## config.mk

```make
export PLATFORM = sky130hd
export DESIGN_NAME = mc_ctrl_flat
export DESIGN_NICKNAME = d
export VERILOG_FILES = /design/src/rtl/mc_ctrl_if.sv /design/src/rtl/mc_ctrl.sv /design/src/flat_wrapper.sv
export SDC_FILE = /design/constraint.sdc
export NUM_CORES = 1
export LEC_CHECK = 0
export BUFFER_PORTS_ARGS = -buffer_cell sky130_fd_sc_hd__buf_4
export CAP_MARGIN = 20
export CORE_ASPECT_RATIO = 1.1
export CORE_UTILIZATION = 50
export DETAILED_ROUTE_END_ITERATION = 16
export GPL_ROUTABILITY_DRIVEN = 1
export PLACE_DENSITY = 0.78
export SKIP_LAST_GASP = 1
export SYNTH_ARGS = -nofsm -noshare
export SYNTH_HDL_FRONTEND = slang
export SYNTH_SLANG_ARGS = --single-unit
```

## constraint.sdc

```tcl
create_clock -name clk -period 2.9 [get_ports clk]
set_clock_uncertainty 0.2 [all_clocks]
set_input_delay 0.58 -clock clk [delete_from_list [all_inputs] [get_ports clk]]
set_output_delay 0.58 -clock clk [all_outputs]
set_load 0.05 [all_outputs]
```

## src/rtl/mc_ctrl_if.sv

```systemverilog
// +----------------------------------------------------------------------------+
// | mc_ctrl_if : instruction-field, memory-handshake and datapath-control bus  |
// | between the multi-cycle controller (master) and datapath (slave).          |
// | Rev 1.0                                                                    |
// +----------------------------------------------------------------------------+
`default_nettype none

interface mc_ctrl_if;
    logic [5:0]  op;
    logic [5:0]  fuc;
    logic        zero;
    logic        mem_ready;
    logic        pc_we;
    logic [1:0]  pc_sel;
    logic        ir_we;
    logic        mem_re;
    logic        mem_we;
    logic        reg_we;
    logic [1:0]  reg_dst;
    logic [1:0]  wd_sel;
    logic [1:0]  alu_op;
    logic        alu_src_b;
    logic        ext_op;
    logic        illegal;
    logic        instr_done;
    logic [31:0] retired;
    logic [3:0]  state;

    modport master (
        input  op, fuc, zero, mem_ready,
        output pc_we, pc_sel, ir_we, mem_re, mem_we, reg_we, reg_dst, wd_sel,
               alu_op, alu_src_b, ext_op, illegal, instr_done, retired, state
    );

    modport slave (
        output op, fuc, zero, mem_ready,
        input  pc_we, pc_sel, ir_we, mem_re, mem_we, reg_we, reg_dst, wd_sel,
               alu_op, alu_src_b, ext_op, illegal, instr_done, retired, state
    );
endinterface

`default_nettype wire

```

## src/rtl/mc_ctrl.sv

```systemverilog
// +----------------------------------------------------------------------------+
// | mc_ctrl : multi-cycle sequencing controller for a MIPS-subset datapath     |
// | (addu subu ori lui lw sw beq j jal jr) with ready stalls and illegal trap. |
// | Rev 1.0                                                                    |
// +----------------------------------------------------------------------------+
`default_nettype none

module mc_ctrl (
    input  wire logic  clk,
    input  wire logic  reset_n,
    mc_ctrl_if.master  bus
);

    typedef enum logic [3:0] {
        S_FETCH  = 4'd0,
        S_DECODE = 4'd1,
        S_EXE    = 4'd2,
        S_MEM_RD = 4'd3,
        S_MEM_WR = 4'd4,
        S_WB     = 4'd5,
        S_BRANCH = 4'd6,
        S_JUMP   = 4'd7,
        S_TRAP   = 4'd8
    } state_t;

    typedef enum logic [3:0] {
        I_ADDU = 4'd0, I_SUBU = 4'd1, I_ORI = 4'd2, I_LUI = 4'd3,
        I_LW   = 4'd4, I_SW   = 4'd5, I_BEQ = 4'd6, I_J   = 4'd7,
        I_JAL  = 4'd8, I_JR   = 4'd9, I_ILL = 4'd10
    } instr_t;

    localparam logic [1:0] ALU_ADD = 2'd0;
    localparam logic [1:0] ALU_SUB = 2'd1;
    localparam logic [1:0] ALU_OR  = 2'd2;
    localparam logic [1:0] ALU_LUI = 2'd3;

    state_t      state_q, state_d;
    instr_t      instr_q, instr_dec;
    logic        illegal_q;
    logic [31:0] retired_q, retired_d;

    logic        pc_we, ir_we, mem_re, mem_we, reg_we, alu_src_b, ext_op, instr_done;
    logic [1:0]  pc_sel, reg_dst, wd_sel, alu_op;

    always_comb begin
        instr_dec = I_ILL;
        case (bus.op)
            6'b000000: begin
                case (bus.fuc)
                    6'b100001: instr_dec = I_ADDU;
                    6'b100011: instr_dec = I_SUBU;
                    6'b001000: instr_dec = I_JR;
                    default:   instr_dec = I_ILL;
                endcase
            end
            6'b100011: instr_dec = I_LW;
            6'b101011: instr_dec = I_SW;
            6'b000100: instr_dec = I_BEQ;
            6'b001111: instr_dec = I_LUI;
            6'b001101: instr_dec = I_ORI;
            6'b000010: instr_dec = I_J;
            6'b000011: instr_dec = I_JAL;
            default:   instr_dec = I_ILL;
        endcase
    end

    always_comb begin
        state_d    = state_q;
        pc_we      = 1'b0;
        pc_sel     = 2'd0;
        ir_we      = 1'b0;
        mem_re     = 1'b0;
        mem_we     = 1'b0;
        reg_we     = 1'b0;
        reg_dst    = 2'd0;
        wd_sel     = 2'd0;
        alu_op     = ALU_ADD;
        alu_src_b  = 1'b0;
        ext_op     = 1'b0;
        instr_done = 1'b0;

        case (state_q)
            S_FETCH: begin
                mem_re = 1'b1;
                if (bus.mem_ready) begin
                    ir_we   = 1'b1;
                    pc_we   = 1'b1;
                    state_d = S_DECODE;
                end
            end
            // The live IR fields are only consulted here; later states use instr_q.
            S_DECODE: begin
                case (instr_dec)
                    I_ADDU, I_SUBU, I_ORI, I_LUI, I_LW, I_SW: state_d = S_EXE;
                    I_BEQ:                                    state_d = S_BRANCH;
                    I_J, I_JAL, I_JR:                         state_d = S_JUMP;
                    default:                                  state_d = S_TRAP;
                endcase
            end
            S_EXE: begin
                state_d = S_WB;
                case (instr_q)
                    I_SUBU: alu_op = ALU_SUB;
                    I_ORI: begin
                        alu_op    = ALU_OR;
                        alu_src_b = 1'b1;
                    end
                    I_LUI: begin
                        alu_op    = ALU_LUI;
                        alu_src_b = 1'b1;
                    end
                    I_LW, I_SW: begin
                        alu_src_b = 1'b1;
                        ext_op    = 1'b1;
                        state_d   = (instr_q == I_LW) ? S_MEM_RD : S_MEM_WR;
                    end
                    default: alu_op = ALU_ADD;
                endcase
            end
            S_MEM_RD: begin
                mem_re = 1'b1;
                if (bus.mem_ready) state_d = S_WB;
            end
            S_MEM_WR: begin
                mem_we = 1'b1;
                if (bus.mem_ready) begin
                    instr_done = 1'b1;
                    state_d    = S_FETCH;
                end
            end
            S_WB: begin
                reg_we     = 1'b1;
                instr_done = 1'b1;
                state_d    = S_FETCH;
                case (instr_q)
                    I_ADDU, I_SUBU: reg_dst = 2'd1;
                    I_LW:           wd_sel  = 2'd1;
                    default:        reg_dst = 2'd0;
                endcase
            end
            S_BRANCH: begin
                alu_op     = ALU_SUB;
                pc_we      = bus.zero;
                pc_sel     = 2'd1;
                instr_done = 1'b1;
                state_d    = S_FETCH;
            end
            S_JUMP: begin
                pc_we      = 1'b1;
                instr_done = 1'b1;
                state_d    = S_FETCH;
                case (instr_q)
                    I_JR: pc_sel = 2'd3;
                    I_JAL: begin
                        pc_sel  = 2'd2;
                        reg_we  = 1'b1;
                        reg_dst = 2'd2;
                        wd_sel  = 2'd2;
                    end
                    default: pc_sel = 2'd2;
                endcase
            end
            S_TRAP:  state_d = S_TRAP;
            default: state_d = S_FETCH;
        endcase
    end

    assign retired_d = retired_q + {31'd0, instr_done};

    always_ff @(posedge clk or negedge reset_n) begin
        if (!reset_n) begin
            state_q   <= S_FETCH;
            instr_q   <= I_ADDU;
            illegal_q <= 1'b0;
            retired_q <= 32'd0;
        end else begin
            state_q   <= state_d;
            retired_q <= retired_d;
            if (state_q == S_DECODE) instr_q <= instr_dec;
            if (state_d == S_TRAP)   illegal_q <= 1'b1;
        end
    end

    assign bus.pc_we      = pc_we;
    assign bus.pc_sel     = pc_sel;
    assign bus.ir_we      = ir_we;
    assign bus.mem_re     = mem_re;
    assign bus.mem_we     = mem_we;
    assign bus.reg_we     = reg_we;
    assign bus.reg_dst    = reg_dst;
    assign bus.wd_sel     = wd_sel;
    assign bus.alu_op     = alu_op;
    assign bus.alu_src_b  = alu_src_b;
    assign bus.ext_op     = ext_op;
    assign bus.instr_done = instr_done;
    assign bus.illegal    = illegal_q;
    assign bus.retired    = retired_q;
    assign bus.state      = state_q;

endmodule

`default_nettype wire

```

## src/flat_wrapper.sv

```systemverilog
// flat-port wrapper written by rule: the top's interface ports become plain ports
module mc_ctrl_flat 
  (clk, reset_n, bus_op, bus_fuc, bus_zero, bus_mem_ready, bus_pc_we, bus_pc_sel, bus_ir_we, bus_mem_re, bus_mem_we, bus_reg_we, bus_reg_dst, bus_wd_sel, bus_alu_op, bus_alu_src_b, bus_ext_op, bus_illegal, bus_instr_done, bus_retired, bus_state);
  mc_ctrl_if bus_i ();
  input  wire logic clk;
  input  wire logic reset_n;
  input wire logic [$bits(bus_i.op)-1:0] bus_op;
  input wire logic [$bits(bus_i.fuc)-1:0] bus_fuc;
  input wire logic [$bits(bus_i.zero)-1:0] bus_zero;
  input wire logic [$bits(bus_i.mem_ready)-1:0] bus_mem_ready;
  output wire logic [$bits(bus_i.pc_we)-1:0] bus_pc_we;
  output wire logic [$bits(bus_i.pc_sel)-1:0] bus_pc_sel;
  output wire logic [$bits(bus_i.ir_we)-1:0] bus_ir_we;
  output wire logic [$bits(bus_i.mem_re)-1:0] bus_mem_re;
  output wire logic [$bits(bus_i.mem_we)-1:0] bus_mem_we;
  output wire logic [$bits(bus_i.reg_we)-1:0] bus_reg_we;
  output wire logic [$bits(bus_i.reg_dst)-1:0] bus_reg_dst;
  output wire logic [$bits(bus_i.wd_sel)-1:0] bus_wd_sel;
  output wire logic [$bits(bus_i.alu_op)-1:0] bus_alu_op;
  output wire logic [$bits(bus_i.alu_src_b)-1:0] bus_alu_src_b;
  output wire logic [$bits(bus_i.ext_op)-1:0] bus_ext_op;
  output wire logic [$bits(bus_i.illegal)-1:0] bus_illegal;
  output wire logic [$bits(bus_i.instr_done)-1:0] bus_instr_done;
  output wire logic [$bits(bus_i.retired)-1:0] bus_retired;
  output wire logic [$bits(bus_i.state)-1:0] bus_state;
  assign bus_i.op = bus_op;
  assign bus_i.fuc = bus_fuc;
  assign bus_i.zero = bus_zero;
  assign bus_i.mem_ready = bus_mem_ready;
  assign bus_pc_we = bus_i.pc_we;
  assign bus_pc_sel = bus_i.pc_sel;
  assign bus_ir_we = bus_i.ir_we;
  assign bus_mem_re = bus_i.mem_re;
  assign bus_mem_we = bus_i.mem_we;
  assign bus_reg_we = bus_i.reg_we;
  assign bus_reg_dst = bus_i.reg_dst;
  assign bus_wd_sel = bus_i.wd_sel;
  assign bus_alu_op = bus_i.alu_op;
  assign bus_alu_src_b = bus_i.alu_src_b;
  assign bus_ext_op = bus_i.ext_op;
  assign bus_illegal = bus_i.illegal;
  assign bus_instr_done = bus_i.instr_done;
  assign bus_retired = bus_i.retired;
  assign bus_state = bus_i.state;
  mc_ctrl u_core (.clk(clk), .reset_n(reset_n), .bus(bus_i));
endmodule
```

== Word level (Yosys, flattened, before mapping) ==
Memory sizes are Yosys's and may differ from the RTL's.
Cells that the tools add are included.
Storage, ports and cells
  flip-flop bits (word level): 41
  bits in latches: 0
  RAM bits: 0
  ROM bits: 64
  bits of input ports: 16
  output and inout bits: 53
  word-level logic and storage cells: 69
  memories kept: 1
Memory list
  (name not given): depth 16, width 4, rd ports 1, clocked after memory_dff 0, write ports 0, line mc_ctrl.sv:93  | case (instr_dec)
Cells by class
  add/sub/neg operators: 1
  $mul: 0
  divide/modulo/power cells: 0
  $lt $le $gt $ge: 0
  eq/ne operators: 26
  shifts and indexed selects: 0
  muxes and demuxes: 29
  bitwise logic cells: 0
  reductions and logical operators: 8
Operators by type and width (count)
  adder 32 x 1 -> 32 bit: 1
  one-hot mux 4 bit (8 select lines): 1
  == test 4 x 3 -> 1 bit, second input constant: 6
  == test 6 bit, second input constant: 4
  one-hot mux 4 bit (6 select lines): 1
  == test 6 x 4 -> 1 bit, second input constant: 3
  == test 4 x 2 -> 1 bit, second input constant: 4
  == test 4 bit, second input constant: 4
  2-to-1 mux 4 bit: 4
  one-hot mux 2 bit (2 select lines): 4
  == test 6 x 2 -> 1 bit, second input constant: 2
  2-to-1 mux 1 bit: 12
  one-hot mux 4 bit (3 select lines): 1
  == test 4 x 1 -> 1 bit, second input constant: 2
  logical NOT 4 bit: 2
  == test 6 x 3 -> 1 bit, second input constant: 1
  logical NOT 6 bit: 1
  one-hot mux 2 bit (3 select lines): 1
  OR reduction 2 bit: 3
  one-hot mux 1 bit (2 select lines): 2
  OR reduction 4 bit: 1
  2-to-1 mux 3 bit: 1
  one-hot mux 1 bit (3 select lines): 1
  OR reduction 3 bit: 1
  2-to-1 mux 2 bit: 1

== Depth between registers and ports, before layout ==
An unclocked memory read counts as a cell.
  depth in word-level cells: 6
  mapped depth: 11
  depth with buffers taken out: 9

== Least setup slack after synthesis ==
OpenSTA, ideal clock, no wires.
  path type: register to output
  start point: register u_core.state_q[0] (netlist: u_core.bus.state[0])
  end point: output bus_reg_we
  arrival: 3262 ps
  required time: 2120 ps
  path slack: -1142 ps
  stages on the path, launching flop included: 5
  cells stage by stage: dfrtp_1 > clkbuf_1 > nand2_1 > nor4_1 > nand2b_1
Between the ends
  cells in the longest elaborated chain, start to end: 2
  elaborated cells between the ends (all ways): 3
  those cells by class: 2 x eq/ne; 1 x mux
RTL lines
  start: declaration: line mc_ctrl.sv:37  | state_t state_q, state_d;
  start signal: assignment: line mc_ctrl.sv:177  | state_q <= state_d;
  == test 4 x 3 -> 1 bit: line mc_ctrl.sv:82  | case (state_q)
  one-hot mux 1 bit (2 select lines) (*): line mc_ctrl.sv:82
  end: declaration: line flat_wrapper.sv:16  | output wire logic [$bits(bus_i.reg_we)-1:0] bus_reg_we;
Mark *: on every way between the ends. The rest lies on a longest branch, timed or not.

== Worst setup path in the final report ==
  start point: register u_core.state_q[3] (netlist: u_core.bus.state[3])
  end point: output bus_reg_we
The elaborated chain is that of the path after synthesis.

==> impl_metrics.csv <==
group,metric,value,unit
floorplan,rows,25,
global_route,grt_max_degree,42,
power_and_ir_drop,p_total,1.66,mW
clocking,ctsResizeCount,0,
clocking,post_cts_buffers,0,
power_and_ir_drop,powerDensity,560,nW/µm²
synth,seq_area_frac_synth,0.452,
timing,fin_ws,0.304,ns
timing,period_share,0.895,
routing,route.detailed.drc,0,
worst_setup_path,criticalPathCategory,"reg2out",
clocking,cts-root-buf,"clkbuf_8",
global_route,overflow,0,
power_and_ir_drop,peakVddDrop,352,µV
floorplan,ios,69,
clocking,numCtsBuffers,5,
place,io_buffer_count,68,
place,dp_hpwl,3.87,mm
hold_path,hp-class,"in2async",
clocking,cts_htree_levels,2,
floorplan,die_w,66.3,µm
floorplan,start_util,0.526,
routing,first_iter_violations,121,
layout,syn_to_final_growth,30.7,%
layout,final.fill_count,347,
worst_setup_path,cp-start-kind,"flip-flop",
floorplan,die_y,72.7,µm
power_and_ir_drop,p_leak,1.43,nW
routing,antenna_left,0,
floorplan,die_area,4820,µm²
synth,ys_async_sr_fraction,1.00,
timing,setup_tns,0,ns
synth,synth.distinct_cells,54,
timing,fin_crit,2.60,ns
timing,fmax,385,MHz
clocking,hold_buffers,0,
synth,ys.flop_type,"dfrtp_1",
synth,synth_cells,235,
synth,synthesis.area,2270,µm²
worst_setup_path,startpoint,"u_core.bus.state[3]",
synth,avgSynthCellArea,9.67,µm²
global_route,antenna_found_initial,0,
timing,tightestPinTransition,0.496,ns
timing,setup_viol,0,
worst_setup_path,cp_slowest_cell,"dfrtp_2",
run,cap_violations,0,
synth,ys_warn_count,0,
clocking,cts.clk_slew.worst_paths,0.08,ns
worst_setup_path,arrival,1.82,ns
global_route,grt_pass1_vias,1811,
timing,rsz0062_at_grt,"false",
synth,synth-edff-count,0,
routing,wl_per_cell,14.0,µm
worst_setup_path,endpoint_kind,"output pin",
floorplan,core_area,4320,µm²
layout,layout.nets,322,
timing,maxSlewHeadroom,0.669,
status,outcome,"completed",
synth,syn-num-nets,253,
place,routabilityCongestion,0.853,
global_route,grt_pass1_wl,8.13,mm
worst_setup_path,rr_startpoint,"u_core.bus.state[3]",
worst_setup_path,crit_top_cell,"nand2b_1",
worst_setup_path,critical_path.cell_chain,"nand2b_1 -> nor4_4 -> nand2b_1 -> buf_4",
routing,first_pass_iters,5,
clocking,insertion_delay,0.29,ns
worst_setup_path,crit_path_max_fanout,10,
clocking,cts.sinks,41,
routing,via_per_inst,5.54,
worst_setup_path,crit_path_max_incr_delay,0.49,ns
routing,vias,1990,
synth,ys_ff_latch,41,
clocking,clockBufferDepth,2,
routing,wl,5.01,mm
clocking,cts_tree,"done",
layout,drive_gt1_frac,0.325,
layout,diodes,0,
global_route,grtUsageTotal,0.222,
worst_setup_path,cp.required,2.12,ns
place,place_worst_setup_slack,0.259,ns
timing,final-max-slew-violation-count,0,
timing,final-hold-violation-count,0,
timing,whs,0.0568,ns
==> power by group <==
group	leakage (nW)	switching (mW)	total [mW]	internal, mW
sequential	0.542	0.0935	0.713	0.620
combinational	0.830	0.324	0.488	0.163
clock	0.0585	0.183	0.463	0.280
total	1.43	0.600	1.66	1.06
==> cell usage after synthesis, types with 2 or more instances <==
| library cell | count | area (µm²) |
|---|---|---|
| nand2_1 | 24 | 90.1 |
| buf_4 | 2 | 15.0 |
| nor4_1 | 4 | 25.0 |
| and2_1 | 4 | 25.0 |
| nand4_1 | 3 | 18.8 |
| a31oi_1 | 5 | 31.3 |
| and3_1 | 9 | 56.3 |
| buf_6 | 4 | 45.0 |
| dfrtp_1 | 41 | 1030 |
| nor2_1 | 21 | 78.8 |
| xnor2_1 | 19 | 166 |
| ha_1 | 2 | 25.0 |
| nor3_1 | 8 | 40.0 |
| o21ai_1 | 7 | 35.0 |
| nand3_1 | 13 | 65.1 |
| nor3b_1 | 4 | 30.0 |
| nand2b_1 | 4 | 25.0 |
| clkbuf_1 | 2 | 7.51 |
| inv_1 | 4 | 15.0 |
| xor2_1 | 14 | 123 |
| and4_1 | 3 | 26.3 |
| a21oi_1 | 6 | 30.0 |
==> cell type report <==
cell class              count  area [µm²]  share of cell area
multi-input cells         180        1200               0.405
flip-flops and latches     41        1030               0.347
repair buffers             71         533               0.179
clock buffers               7        86.3              0.0291
well taps                  54        67.6              0.0227
clock inverters             1        30.0              0.0101
inverters                   5        18.8             0.00632
==> final timing paths <==
check / to / slack (ns) / depth (start not counted)
min in group clk: u_core.bus.retired[31] / 0.28 / 1
worst max register to register: u_core.bus.retired[18] / 0.32 / 9
max in group asynchronous: u_core.bus.state[0] / 2.07 / 1
worst min-delay path: u_core.bus.retired[14] / 0.06 / 1
worst max-delay path: bus_reg_we / 0.30 / 4
worst min register to register: u_core.bus.retired[31] / 0.28 / 1
==> flip-flops by register name, indices dropped and copies added (netlist names) <==
signal	cells
u_core.bus.state	4
u_core.bus.retired	32
u_core.instr_q	4
u_core.bus.illegal	1
==> stage by stage <==
step / area, µm² / cells / utilization
after CTS: 2970 / 359 / 0.688
after detailed placement: 2850 / 351 / 0.661
after global routing: 2970 / 359 / 0.688
after floorplan: 2330 / 235 / -
final: 2970 / 359 / 0.688
after global placement: 2850 / 351 / 0.661
==> worst max-delay path: cells and delay by family (launching register included) <==
| kind | cells | cell delay [ns] |
|---|---|---|
| simple gates | 3 | 0.83 |
| buf+inv | 1 | 0.20 |
| flops | 1 | 0.49 |
==> layer usage <==
metal | global-route usage | wire, µm
met4 | 0.0686 | 78
met3 | 0.0500 | 287
met2 | 0.373 | 2480
met5 | 0 | 0
met1 | 0.284 | 2160
==> layout by cell type, fill, tap and decap left out, types with 2 or more instances in the layout <==
cell	synthesis	routed
buf_4	2	71
dfrtp_1	41	37
nand2_1	24	24
nor2_1	21	19
xnor2_1	19	19
xor2_1	14	14
nand3_1	13	13
and3_1	9	9
nor3_1	8	7
o21ai_1	7	7
a21oi_1	6	6
clkbuf_8	0	6
a31oi_1	5	5
nand2b_1	4	4
nor3b_1	4	4
and2_1	4	4
inv_1	4	4
dfrtp_2	0	4
nand4_1	3	3
and4_1	3	3
nor4b_2	1	2
nor3_2	1	2
nor4_2	0	2
ha_1	2	2
==> logic make-up (layout without fill, tap and decap cells) <==
family | after synthesis | after routing | share of synthesized area
adder cells (fa/ha/maj) | 2 | 2 | 0.0110
multiplexers | 1 | 1 | 0.00441
XOR/XNOR | 33 | 33 | 0.127
flip-flops | 41 | 41 | 0.452
buffers and inverters | 14 | 84 | 0.0402
AO/OA/AOI/OAI | 31 | 31 | 0.0903
AND/OR/NAND/NOR | 113 | 113 | 0.275
No activity file was read; power rests on OpenSTA's default activity.
